File: config.mk
export PLATFORM = sky130hd
export DESIGN_NAME = dds_drg_responder
export DESIGN_NICKNAME = d
export VERILOG_FILES = /design/src/rtl/dds_drg_pkg.sv /design/src/rtl/dds_drg_accum.sv /design/src/rtl/dds_drg_responder.sv
export SDC_FILE = /design/constraint.sdc
export NUM_CORES = 1
export LEC_CHECK = 0
export ABC_AREA = 1
export CORE_MARGIN = 4
export CORE_UTILIZATION = 52
export CTS_CLUSTER_SIZE = 14
export DETAILED_ROUTE_END_ITERATION = 8
export MAX_ROUTING_LAYER = met4
export PLACE_DENSITY = 0.84
export SLEW_MARGIN = 40
export SYNTH_ARGS = -nofsm -noshare
export SYNTH_HDL_FRONTEND = slang
export SYNTH_HIERARCHICAL = 1
export SYNTH_SLANG_ARGS = --single-unit
File: constraint.sdc
create_clock -name sys_clk -period 5 [get_ports sys_clk]
set_input_delay 1.25 -clock sys_clk [delete_from_list [all_inputs] [get_ports sys_clk]]
set_output_delay 1.25 -clock sys_clk [all_outputs]
set_load 0.02 [all_outputs]
File: src/rtl/dds_drg_pkg.sv
// Shared definitions for the DRG responder: the ramp FSM state encoding, default widths
// and the depth of the input synchroniser chains.
package dds_drg_pkg;

    localparam int unsigned DefWidth  = 16;
    localparam int unsigned DefRateW  = 16;
    localparam int unsigned SyncDepth = 2;

    typedef enum logic [2:0] {
        StInit   = 3'd0,
        StUp     = 3'd1,
        StDown   = 3'd2,
        StTop    = 3'd3,
        StBottom = 3'd4
    } drg_state_e;

endpackage

File: src/rtl/dds_drg_accum.sv
// Saturating ramp step: adds (dir_up=1) or subtracts (dir_up=0) step from acc and clamps
// the result at limit. Purely combinational.
//   acc       current accumulator value
//   step      step magnitude
//   limit     upper limit when ramping up, lower limit when ramping down
//   dir_up    1 = add, 0 = subtract
//   next_acc  clamped result
//   hit_limit result landed on (or crossed) the limit
module dds_drg_accum
    import dds_drg_pkg::*;
#(
    parameter int unsigned WIDTH = DefWidth
) (
    input  logic [WIDTH-1:0] acc,
    input  logic [WIDTH-1:0] step,
    input  logic [WIDTH-1:0] limit,
    input  logic             dir_up,
    output logic [WIDTH-1:0] next_acc,
    output logic             hit_limit
);

    // One extra bit so neither the sum nor the difference can wrap before the compare.
    logic [WIDTH:0]        sum;
    logic signed [WIDTH:0] diff;
    logic signed [WIDTH:0] limit_s;

    always_comb begin
        sum       = {1'b0, acc} + {1'b0, step};
        diff      = $signed({1'b0, acc}) - $signed({1'b0, step});
        limit_s   = $signed({1'b0, limit});
        next_acc  = acc;
        hit_limit = 1'b0;
        if (dir_up) begin
            if (sum >= {1'b0, limit}) begin
                next_acc  = limit;
                hit_limit = 1'b1;
            end else begin
                next_acc = sum[WIDTH-1:0];
            end
        end else begin
            if (diff <= limit_s) begin
                next_acc  = limit;
                hit_limit = 1'b1;
            end else begin
                next_acc = diff[WIDTH-1:0];
            end
        end
    end

endmodule

File: src/rtl/dds_drg_responder.sv
// Stand-in for the AD9910 digital ramp generator. Synchronises io_update/drctl/drhold,
// loads the shadow config on an io_update rise and runs a saturating ramp between the
// active lower and upper limits.
//   sys_clk, sys_rst          clock, synchronous active-high reset
//   io_update, drctl, drhold  asynchronous control inputs (2-flop synchronised)
//   cfg_*                     shadow config, captured on io_update rise
//   drover                    high while the ramp rests at a limit
//   ramp_out                  accumulator value
//   ramp_active               high once the first config load has happened
module dds_drg_responder
    import dds_drg_pkg::*;
#(
    parameter int unsigned WIDTH  = DefWidth,
    parameter int unsigned RATE_W = DefRateW
) (
    input  logic              sys_clk,
    input  logic              sys_rst,
    input  logic              io_update,
    input  logic              drctl,
    input  logic              drhold,
    input  logic [WIDTH-1:0]  cfg_lower,
    input  logic [WIDTH-1:0]  cfg_upper,
    input  logic [WIDTH-1:0]  cfg_step_up,
    input  logic [WIDTH-1:0]  cfg_step_down,
    input  logic [RATE_W-1:0] cfg_rate_up,
    input  logic [RATE_W-1:0] cfg_rate_down,
    output logic              drover,
    output logic [WIDTH-1:0]  ramp_out,
    output logic              ramp_active
);

    logic [SyncDepth-1:0] io_sync_q, io_sync_d;
    logic [SyncDepth-1:0] dc_sync_q, dc_sync_d;
    logic [SyncDepth-1:0] dh_sync_q, dh_sync_d;
    logic                 io_prev_q, io_prev_d;

    drg_state_e        state_q, state_d;
    logic [WIDTH-1:0]  acc_q, acc_d;
    logic [RATE_W-1:0] rate_cnt_q, rate_cnt_d;
    logic [WIDTH-1:0]  lower_q, lower_d, upper_q, upper_d;
    logic [WIDTH-1:0]  step_up_q, step_up_d, step_down_q, step_down_d;
    logic [RATE_W-1:0] rate_up_q, rate_up_d, rate_down_q, rate_down_d;
    logic              active_q, active_d;
    logic              drover_q, drover_d;

    logic             io_s, drctl_s, drhold_s, io_rise;
    logic [WIDTH-1:0] upper_eff;
    logic             dir_up;
    logic [WIDTH-1:0] step_sel, limit_sel, next_acc;
    logic             hit_limit;

    always_comb begin
        io_sync_d = {io_sync_q[SyncDepth-2:0], io_update};
        dc_sync_d = {dc_sync_q[SyncDepth-2:0], drctl};
        dh_sync_d = {dh_sync_q[SyncDepth-2:0], drhold};
        io_s      = io_sync_q[SyncDepth-1];
        drctl_s   = dc_sync_q[SyncDepth-1];
        drhold_s  = dh_sync_q[SyncDepth-1];
        io_prev_d = io_s;
        io_rise   = io_s & ~io_prev_q;
    end

    assign dir_up    = (state_q == StUp);
    assign step_sel  = dir_up ? step_up_q : step_down_q;
    assign limit_sel = dir_up ? upper_q : lower_q;

    dds_drg_accum #(
        .WIDTH (WIDTH)
    ) u_accum (
        .acc       (acc_q),
        .step      (step_sel),
        .limit     (limit_sel),
        .dir_up    (dir_up),
        .next_acc  (next_acc),
        .hit_limit (hit_limit)
    );

    always_comb begin
        state_d     = state_q;
        acc_d       = acc_q;
        rate_cnt_d  = rate_cnt_q;
        lower_d     = lower_q;
        upper_d     = upper_q;
        step_up_d   = step_up_q;
        step_down_d = step_down_q;
        rate_up_d   = rate_up_q;
        rate_down_d = rate_down_q;
        active_d    = active_q;
        // An inverted window collapses onto the lower limit.
        upper_eff   = (cfg_lower > cfg_upper) ? cfg_lower : cfg_upper;

        if (io_rise) begin
            // Load wins over hold and over any ramp transition in the same cycle.
            lower_d     = cfg_lower;
            upper_d     = upper_eff;
            step_up_d   = cfg_step_up;
            step_down_d = cfg_step_down;
            rate_up_d   = cfg_rate_up;
            rate_down_d = cfg_rate_down;
            acc_d       = cfg_lower;
            rate_cnt_d  = '0;
            active_d    = 1'b1;
            state_d     = (drctl_s && (cfg_lower == upper_eff)) ? StTop : StBottom;
        end else if (state_q != StInit && !drhold_s) begin
            unique case (state_q)
                StBottom: begin
                    if (drctl_s) begin
                        rate_cnt_d = '0;
                        state_d    = (acc_q == upper_q) ? StTop : StUp;
                    end
                end
                StTop: begin
                    if (!drctl_s) begin
                        rate_cnt_d = '0;
                        state_d    = (acc_q == lower_q) ? StBottom : StDown;
                    end
                end
                StUp: begin
                    if (!drctl_s) begin
                        state_d    = StDown;
                        rate_cnt_d = '0;
                    end else if (rate_cnt_q == rate_up_q) begin
                        acc_d      = next_acc;
                        rate_cnt_d = '0;
                        if (hit_limit) state_d = StTop;
                    end else begin
                        rate_cnt_d = rate_cnt_q + RATE_W'(1);
                    end
                end
                StDown: begin
                    if (drctl_s) begin
                        state_d    = StUp;
                        rate_cnt_d = '0;
                    end else if (rate_cnt_q == rate_down_q) begin
                        acc_d      = next_acc;
                        rate_cnt_d = '0;
                        if (hit_limit) state_d = StBottom;
                    end else begin
                        rate_cnt_d = rate_cnt_q + RATE_W'(1);
                    end
                end
                default: ;
            endcase
        end

        drover_d = (state_d == StTop) || (state_d == StBottom);
    end

    always_ff @(posedge sys_clk) begin
        if (sys_rst) begin
            io_sync_q   <= '0;
            dc_sync_q   <= '0;
            dh_sync_q   <= '0;
            io_prev_q   <= 1'b0;
            state_q     <= StInit;
            acc_q       <= '0;
            rate_cnt_q  <= '0;
            lower_q     <= '0;
            upper_q     <= '0;
            step_up_q   <= '0;
            step_down_q <= '0;
            rate_up_q   <= '0;
            rate_down_q <= '0;
            active_q    <= 1'b0;
            drover_q    <= 1'b0;
        end else begin
            io_sync_q   <= io_sync_d;
            dc_sync_q   <= dc_sync_d;
            dh_sync_q   <= dh_sync_d;
            io_prev_q   <= io_prev_d;
            state_q     <= state_d;
            acc_q       <= acc_d;
            rate_cnt_q  <= rate_cnt_d;
            lower_q     <= lower_d;
            upper_q     <= upper_d;
            step_up_q   <= step_up_d;
            step_down_q <= step_down_d;
            rate_up_q   <= rate_up_d;
            rate_down_q <= rate_down_d;
            active_q    <= active_d;
            drover_q    <= drover_d;
        end
    end

    assign drover      = drover_q;
    assign ramp_out    = acc_q;
    assign ramp_active = active_q;

endmodule

### Word level (Yosys, flattened, before mapping)

Index checks and enable logic that the tools add are counted.

| cells by class | value |
|---|---|
| add/sub/neg operators | 3 |
| magnitude comparators | 3 |
| equality and inequality tests | 17 |
| multiplexer cells | 37 |
| bitwise gates (word level) | 2 |
| reduce and logical (&&, ||, !) cells | 11 |

Operators with widths:

| operator | number |
|---|---|
| 2-to-1 mux 16 bit | 18 |
| equality test 16 bit | 5 |
| case mux 16 bit (4 select lines) | 1 |
| 2-to-1 mux 3 bit | 12 |
| case mux 16 bit (2 select lines) | 1 |
| adder 16 x 16 -> 17 bit | 1 |
| greater-or-equal comparator 17 x 16 -> 1 bit | 1 |
| less-or-equal comparator 17 bit | 1 |
| subtractor 16 x 16 -> 17 bit | 1 |
| adder 16 x 1 -> 16 bit (second input constant) | 1 |
| greater-than comparator 16 bit | 1 |
| case mux 3 bit (4 select lines) | 1 |
| equality test 3 x 2 -> 1 bit (second input constant) | 3 |
| inequality test 3 bit (second input constant) | 3 |
| equality test 3 bit (second input constant) | 2 |
| AND reduction 6 bit | 1 |
| nonzero test 3 bit | 2 |
| inequality test 2 bit (second input constant) | 2 |
| AND reduction 4 bit | 1 |
| nonzero test 4 bit | 1 |
| equality test 3 x 1 -> 1 bit (second input constant) | 1 |
| 2-to-1 mux 1 bit | 3 |
| inequality test 3 x 2 -> 1 bit (second input constant) | 1 |
| logical AND 1 bit | 2 |
| other kinds (7) | 7 |

| storage, ports and cells | value |
|---|---|
| flip-flop bits (word level) | 140 |
| bits of input ports | 101 |
| output and inout port bits | 18 |
| word-level logic and storage cells | 88 |

### Depth between registers and ports, before layout

Gate-level depths: netlist of run 1.

| depth | value |
|---|---|
| depth in word-level cells | 14 |
| gate-level depth with buffers | 42 |
| gate-level depth less buffers | 40 |

### By module

Netlist of run 1, hierarchy kept.

By module, submodules not included:

| module | times used | cells each | area an instance (um^2) | sequential area each (um^2) |
|---|---|---|---|---|
| dds_drg_responder | 1 | 985 | 7,179.4 | 2,802.7 |
| dds_drg_accum | 1 | 548 | 3,185.6 | 0.0 |

### Least setup slack after synthesis of run 1

No wires, ideal clock.

| timing | value |
|---|---|
| kind | reg-to-reg |
| from | register state_q[2] |
| to | register drover_q, in the netlist drover |
| library setup time | 132 ps |
| arrival time | 4,529 ps |
| data required time | 4,868 ps |
| path slack | 339 ps |
| stages on the path, launching flop included | 38 |
| path buffers | 2 |
| clock period less this slack | 4,661 ps |
| path through | dfxtp_1 -> nor3_2 -> clkbuf_1 -> buf_1 -> nand2_1 -> o21ai_0 -> inv_1 -> ha_1 -> inv_1 -> a21oi_1 -> nor2_1 -> nor2_1 -> nand2_1 -> a21oi_1 -> xor2_1 -> inv_1 -> ha_1 -> nand4_1 -> [... 2 more ...] -> nor2_1 -> nand2_1 -> nand2_1 -> nand2_1 -> nand2_1 -> nand2_1 -> nand3_4 -> nand2_1 -> nand2_1 -> inv_1 -> o21ai_0 -> nand2_1 -> nand2_1 -> nand2_1 -> nand2_1 -> o21ai_0 -> nand2_1 -> a21oi_1 |

| on the way | value |
|---|---|
| word-level cells in the longest chain between the ends | 14 |
| elaborated cells on any way between the ends | 29 |
| classes of those cells | add/sub (2); order compare (2); eq/ne (6); mux (16); reduce/logical (3) |

RTL lines:

| element | line | source |
|---|---|---|
| start: declaration | dds_drg_responder.sv:37 | `drg_state_e state_q, state_d;` |
| start signal: assignment | dds_drg_responder.sv:155 | `state_q <= StInit;` |
| start signal: assignment | dds_drg_responder.sv:171 | `state_q <= state_d;` |
| equality test 3 x 1 -> 1 bit (*) | dds_drg_responder.sv:63 | `assign dir_up = (state_q == StUp);` |
| 2-to-1 mux 16 bit (*) | dds_drg_responder.sv:64 | `assign step_sel = dir_up ? step_up_q : step_down_q;` |
| net step_sel[4] | dds_drg_responder.sv:49 | `logic [WIDTH-1:0] step_sel, limit_sel, next_acc;` |
| subtractor 16 x 16 -> 17 bit or adder 16 x 16 -> 17 bit (tied branches) | dds_drg_accum.sv:29, dds_drg_accum.sv:28 |  |
| less-or-equal comparator 17 bit or greater-or-equal comparator 17 x 16 -> 1 bit (tied branches) | dds_drg_accum.sv:41, dds_drg_accum.sv:34 |  |
| 2-to-1 mux 1 bit (on tied branches) | dds_drg_accum.sv:41, dds_drg_accum.sv:34 |  |
| 2-to-1 mux 1 bit (*) | dds_drg_accum.sv:33 | `if (dir_up) begin` |
| net hit_limit | dds_drg_responder.sv:50 | `logic hit_limit;` |
| 2-to-1 mux 3 bit (on tied branches) | dds_drg_responder.sv:137, dds_drg_responder.sv:125 |  |
| 2-to-1 mux 3 bit (on tied branches) | dds_drg_responder.sv:134, dds_drg_responder.sv:122 |  |
| 2-to-1 mux 3 bit (on tied branches) | dds_drg_responder.sv:131, dds_drg_responder.sv:119 |  |
| case mux 3 bit (4 select lines) (*) | dds_drg_responder.sv:105 | `unique case (state_q)` |
| 2-to-1 mux 3 bit (*) | dds_drg_responder.sv:104 | `end else if (state_q != StInit && !drhold_s) begin` |
| 2-to-1 mux 3 bit (*) | dds_drg_responder.sv:92 | `if (io_rise) begin` |
| equality test 3 x 2 -> 1 bit or equality test 3 bit (tied branches) | dds_drg_responder.sv:146 | `drover_d = (state_d == StTop) \|\| (state_d == StBottom);` |
| logical OR 1 bit (*) | dds_drg_responder.sv:146 |  |
| end signal: assignment | dds_drg_responder.sv:181 | `drover_q <= drover_d;` |
| end: declaration | dds_drg_responder.sv:44 | `logic drover_q, drover_d;` |

Mark *: on every way through the listed nets, which the timed path passes. The rest lies on a longest branch.
A chain may end at the register's enable or synchronous reset.

### Worst setup path in the final report of run 1

| timing | value |
|---|---|
| from | register state_q[0] |
| to | register drover_q, in the netlist drover |

The elaborated chain is that of the path after synthesis.

==> run summary, run 1 <==
setup violators final: 0
CTS tree: built
clk slew on worst S/H paths: 0.07 ns
I/O pin cnt: 119
delay-heaviest family, CP: simple AND/OR/NAND/NOR gates
HPWL Detailed: 26300 um
Synth cell types: 55
Area after DPL: 11900 um^2
relative max-transition margin: 0.441
Global Route met3 Usage: 0.0428
sequential fraction of the synthesis area: 0.270
routability cong.: 1.07
min Tclk post-route: 4.69 ns
worst clock skew: 0.0168 ns
WP data required: 5.36 ns
yosys warns: 6
most frequent cell on the critical path: nand2_1
combinational share of power: 0.479
vias per cell: 5.72
Mapped Cells: 1533
overall die height: 149 um
starting density of the core: 0.531
Post-synth EDFFs: 0
grt ovf: 0
M1 GR Usage: 0.409
Reg power frac: 0.252
outcome: complete, no violations
Synth Cell Area: 10400 um^2
clk sinks: 140
initial antenna violation count: 0
Pwr Density: 383 nW/um^2
first-pass GRT wire length: 53600 um
WL/cell: 17.8 um
Internal Power: 2.74 mW
Sw Ratio: 0.438
WS Path Type: register to register
highest-delay cell along the critical path: dfxtp_1
Setup WS post-layout: 0.307 ns
Layout area overhead: 23.1%
Routed WL: 34300 um
total global routing track utilization: 0.311
Hold Fails Final Rpt: 0
VDD IR-drop max: 246 uV
post-synthesis net count: 1717
Placed Instances: 1890
Mapped Avg Cell Area: 6.76 um^2
largest net degree at the start of global routing: 66
GRT Max-Usage Layer: met2
startpoint types: register
Global Route met2 Usage: 0.495
register bit total from synthesis: 140
CP max FO: 17
CP Data Arrival Time: 5.05 ns
Core ar.: 19500 um^2
Tcrit/Tclk final: 0.939
max-cap viol count: 0
n_diodes: 0
Finished Layout Cells: 1928
CTS buffer count: 17
Pre-Repair DR Iteration Count: 6
residual DRC count: 0
Post-synth ARST share: 0
max-slew violations: 0
worst-skew pair later-pin latency: 0.44 ns
Clk network pwr share: 0.269
row cnt: 51
worst slack, placed: 0.0779 ns
P_sw: 2.14 mW
critical path endpoint category: register
vias in the first global route: 10200
leak pwr: 5.76 nW
f_max: 213 MHz
antenna-violating nets left: 0
Top FF cell, synth: dfxtp_1
H-tree levels: 4
CTS max path bufs: 2
Final #Nets: 1834
Vias: 11000
Design Area, Final: 12800 um^2
R2R Setup Slk: 0.31 ns
final core utilization: 0.654
worst min path class: register to register
Die X: 149 um
clk root buf: clkbuf_16
CP peak stage delay: 0.33 ns
Hold Slack: 0.399 ns
hold-fix buffers at CTS: 0
share of layout cells above drive strength 1: 0.0932
DIE AREA: 22300 um^2
Crit path buffers/inverters: 7
Initial DRC Count: 1300
# port buffers: 118
actual slew at the worst max-slew pin: 0.837 ns
placed cells by master (no fill, tap or decap), types with 6 or more instances in the layout:
cell type        netlist  routed
nand2_1              297     296
inv_1                244     240
nand3_1              143     143
dfxtp_1              140     140
clkdlybuf4s50_1        0     118
o21ai_0              109      97
nor2_1                99      90
ha_1                  81      74
a21oi_1               65      61
nand4_1               50      50
buf_4                  6      46
a32o_1                39      39
xnor2_1               31      31
xor2_1                35      31
o22ai_1               28      28
clkbuf_16              0      17
nor3_1                17      16
o21ai_1                3      10
inv_2                  7      10
a31oi_1               10      10
nor2_2                 3       9
nor4_1                 7       7
o21ai_2                1       6
a21oi_2                2       6
inv_6                  1       6
nand3_4                6       6
worst paths after layout:
check | depth (start not counted) | to | from
hold reg to reg | 2 | io_sync_q[1] | io_sync_q[0]
hold / removal | 2 | io_sync_q[1] | io_sync_q[0]
setup reg to reg | 31 | drover | state_q[0]
setup / recovery | 31 | drover | state_q[0]
cells by family (layout without fill, tap and decap cells):
family	after synthesis	after routing	share of synthesized area
buf+inv	324	454	0.123
fa+ha+maj	83	83	0.102
flops	140	140	0.270
compound gates	283	283	0.170
xor+xnor	66	66	0.0558
simple gates	637	637	0.279
cell type report:
| type | count | area, um^2 |
|---|---|---|
| fill | 1744 | 6760 |
| multi-input combinational | 1069 | 6460 |
| sequential | 140 | 2800 |
| timing repair buffer | 167 | 1580 |
| inverter | 255 | 966 |
| clock buffer | 17 | 425 |
| tap | 265 | 332 |
| clock inverter | 15 | 193 |
what timing repair did:
item / CTS / global route
endpoints found under the setup margin: 0 / 19
hold endpoints to repair: 0 / 0
resized for setup: 0 / 49
buffers inserted: 0 / 6
routing by layer:
layer | part of all wire | vias to the layer above
li1 | - | 5337
met3 | 0.070 | 82
met5 | 0 | -
met2 | 0.47 | 458
met1 | 0.43 | 5149
met4 | 0.036 | 0
registers in the layout, summed over array words and instances (netlist names), 16 cells and up:
register and count:
lower_q 16, ramp_out 16, upper_q 16, rate_up_q 16
step_down_q 16, rate_cnt_q 16, rate_down_q 16, step_up_q 16
per-stage QoR:
| step | setup TNS (ns) | total power [mW] |
|---|---|---|
| floorplan | 0 | 2.73 |
| global route | -0.0479 | 5.16 |
| detailed placement | 0 | 3.44 |
| finish | 0 | 4.88 |
| global placement | 0 | 3.43 |
| CTS | 0 | 4.76 |
synth_stat cells, types with 3 or more instances:
cell type,count,share of area
nand3_1,143,0.069
a31oi_1,10,0.0060
nor2_2,3,0.0018
xor2_1,35,0.030
o21ai_0,109,0.053
buf_4,6,0.0043
nand2_1,297,0.11
nand4_1,50,0.030
ha_1,81,0.098
inv_1,244,0.088
dfxtp_1,140,0.27
o21bai_1,5,0.0036
xnor2_1,31,0.026
a21oi_1,65,0.031
o21ai_1,3,0.0014
buf_2,11,0.0053
nand3_2,3,0.0029
o21a_1,5,0.0036
nand3_4,6,0.010
nand2_2,4,0.0024
a32o_1,39,0.038
clkbuf_1,41,0.015
nor2_1,99,0.036
inv_2,7,0.0025
a211oi_1,4,0.0029
nor4_1,7,0.0042
buf_1,8,0.0029
o22ai_1,28,0.017
nor3_1,17,0.0082
power groups by stage:
stage	registers (mW)	logic (mW)	clock network, mW
CTS	1.23	2.21	1.32
finish	1.23	2.34	1.32
global route	1.23	2.56	1.37
detailed placement	1.25	2.19	0
global placement	1.25	2.18	0
floorplan	1.26	1.48	0
tightest hold or removal path, delay by kind of cell, from the launching register on:
family                 cells  cell delay [ns]
and+or+nand+nor            1             0.03
buffers and inverters      1             0.04
DFF                        1             0.30
Note: power is estimated with default switching activity, not from simulation.
==> run 2: changes to the inputs <==
Settings changed: PLACE_DENSITY 0.84 to 0.78.
==> run 2 against run 1 <==
Via count down 2.1%. Sequential power barely moved. Global-route usage shrank 0.47 points. First-iteration DRC count shrank 18%. Cell count down 0.26%. Sequential share of layout area is 0.074 points higher.
==> run summary, run 2 (synthesis results as in run 1) <==
highest-delay cell along the critical path: ha_1 (was dfxtp_1)
residual DRC count: 0 (unchanged)
worst-skew pair later-pin latency: 0.43 ns (was 0.44 ns)
Hold Slack: 0.413 ns (was 0.399 ns)
startpoint types: register (unchanged)
initial antenna violation count: 0 (unchanged)
WL/cell: 17.6 um (was 17.8 um)
CP Data Arrival Time: 5.02 ns (was 5.05 ns)
min Tclk post-route: 4.67 ns (was 4.69 ns)
WS Path Type: register to register (unchanged)
I/O pin cnt: 119 (unchanged)
Critical Path End: drover (unchanged)
Initial DRC Count: 1069 (was 1300)
f_max: 214 MHz (was 213 MHz)
relative max-transition margin: 0.487 (was 0.441)
CP max FO: 16 (was 17)
critical path endpoint category: register (unchanged)
total global routing track utilization: 0.306 (was 0.311)
reg2reg end: drover (unchanged)
r2r startpoint: state_q[0] (unchanged)
worst slack, placed: 0.0540 ns (was 0.0779 ns)
Hold Fails Final Rpt: 0 (unchanged)
Worst Setup SP: state_q[0] (unchanged)
routability cong.: 1.06 (was 1.07)
Power, Total: 4.80 mW (was 4.88 mW)
row cnt: 51 (unchanged)
worst min path class: register to register (unchanged)
Placed Instances: 1887 (was 1890)
largest net degree at the start of global routing: 66 (unchanged)
Setup WS post-layout: 0.329 ns (was 0.307 ns)
HPWL Detailed: 26000 um (was 26300 um)
Layout area overhead: 22.8% (was 23.1%)
Core ar.: 19500 um^2 (unchanged)
R2R depth: 28 (was 31)
clk slew on worst S/H paths: 0.06 ns (was 0.07 ns)
outcome: complete, no violations (unchanged)
antenna-violating nets left: 0 (unchanged)
max-cap viol count: 0 (unchanged)
TNS Setup: 0 ns (unchanged)
most frequent cell on the critical path: nand2_1 (unchanged)
Final #Nets: 1829 (was 1834)
Area after DPL: 11900 um^2 (about the same)
WP data required: 5.35 ns (was 5.36 ns)
final core utilization: 0.652 (was 0.654)
Die X: 149 um (unchanged)
DIE AREA: 22300 um^2 (unchanged)
commonest cells after routing, fill and taps aside: nand2_1 (293), inv_1 (242), nand3_1 (143), dfxtp_1 (138), clkdlybuf4s50_1 (118) (was nand2_1 (296), inv_1 (240), nand3_1 (143), dfxtp_1 (140), clkdlybuf4s50_1 (118))
grt ovf: 0 (unchanged)
Vias: 10800 (was 11000)
Pre-Repair DR Iteration Count: 6 (unchanged)
VDD IR-drop max: 271 uV (was 246 uV)
hold-fix buffers at CTS: 0 (unchanged)
clk sinks: 140 (unchanged)
CTS max path bufs: 2 (unchanged)
worst clock skew: 0.00955 ns (was 0.0168 ns)
H-tree levels: 4 (unchanged)
n_diodes: 0 (unchanged)
CP peak stage delay: 0.43 ns (was 0.33 ns)
CTS buffer count: 17 (unchanged)
overall die height: 149 um (unchanged)
first-pass GRT wire length: 52800 um (was 53600 um)
Design Area, Final: 12700 um^2 (was 12800 um^2)
vias per cell: 5.61 (was 5.72)
vias in the first global route: 10100 (was 10200)
Tcrit/Tclk final: 0.934 (was 0.939)
CTS tree: built (unchanged)
leak pwr: 5.74 nW (was 5.76 nW)
# port buffers: 118 (unchanged)
max-slew violations: 0 (unchanged)
setup violators final: 0 (unchanged)
R2R Setup Slk: 0.33 ns (was 0.31 ns)
Pwr Density: 377 nW/um^2 (was 383 nW/um^2)
clk root buf: clkbuf_16 (unchanged)
Routed WL: 33900 um (was 34300 um)
Fill cells: 1809 (was 1744)
share of layout cells above drive strength 1: 0.0875 (was 0.0932)
starting density of the core: 0.531 (unchanged)
commonest non-fill, non-tap cell in the layout: nand2_1 (unchanged)
actual slew at the worst max-slew pin: 0.767 ns (was 0.837 ns)
Finished Layout Cells: 1923 (was 1928)
run 2: cell types whose count changed in the layout (fill, tap and decap cells not counted), moves of 3 or more:
cell      delta
o21ai_2      -3
buf_4        -9
nor2_2       -3
clkinv_8     -4
buf_12       +3
nor2_1       +4
inv_2        -3
nand2_1      -3
run 2: layer usage:
layer	routed length, um	GRT usage	vias up
li1	-	-	5318
met1	14800	0.405	4925
met2	15700	0.484	468
met3	2300	0.0407	83
met4	1180	0.104	0
met5	0	-	-
run 2: area by class of cell:
cell class	count	area (um^2)	area share
multi-input cells	1069	6440	0.506
flip-flops and latches	140	2810	0.220
repair buffers	162	1610	0.126
inverters	255	966	0.0759
clock buffers	17	425	0.0334
well taps	265	332	0.0260
clock inverters	15	151	0.0119
run 2: critical path, delay by kind of cell, from the launching register on:
family	cells	cell delay (ns)
compound gates	6	1.05
xor+xnor	1	0.27
fa+ha+maj	2	0.74
buf+inv	6	0.64
flops	1	0.33
simple gates	13	1.56
run 2: worst min path at each step:
stage / startpoint / to / slack (ns) / cells past startpoint
floorplan: dc_sync_q[0] / dc_sync_q[1] / 0.39 / 2
global placement: io_sync_q[0] / io_sync_q[1] / 0.39 / 2
detailed placement: dh_sync_q[0] / dh_sync_q[1] / 0.40 / 2
CTS: dh_sync_q[0] / dh_sync_q[1] / 0.41 / 2
global route: dh_sync_q[0] / dh_sync_q[1] / 0.43 / 2
finish: dh_sync_q[0] / dh_sync_q[1] / 0.41 / 2
run 2: where the power goes:
group / internal [mW] / switching, mW
logic: 0.856 / 1.46
registers: 1.17 / 0.0627
clock network: 0.703 / 0.550
total: 2.73 / 2.07
run 2: repair_timing:
action                     in CTS  in global routing
buffers inserted                0                  2
setup endpoints to repair       0                 19
resized for setup               0                 41
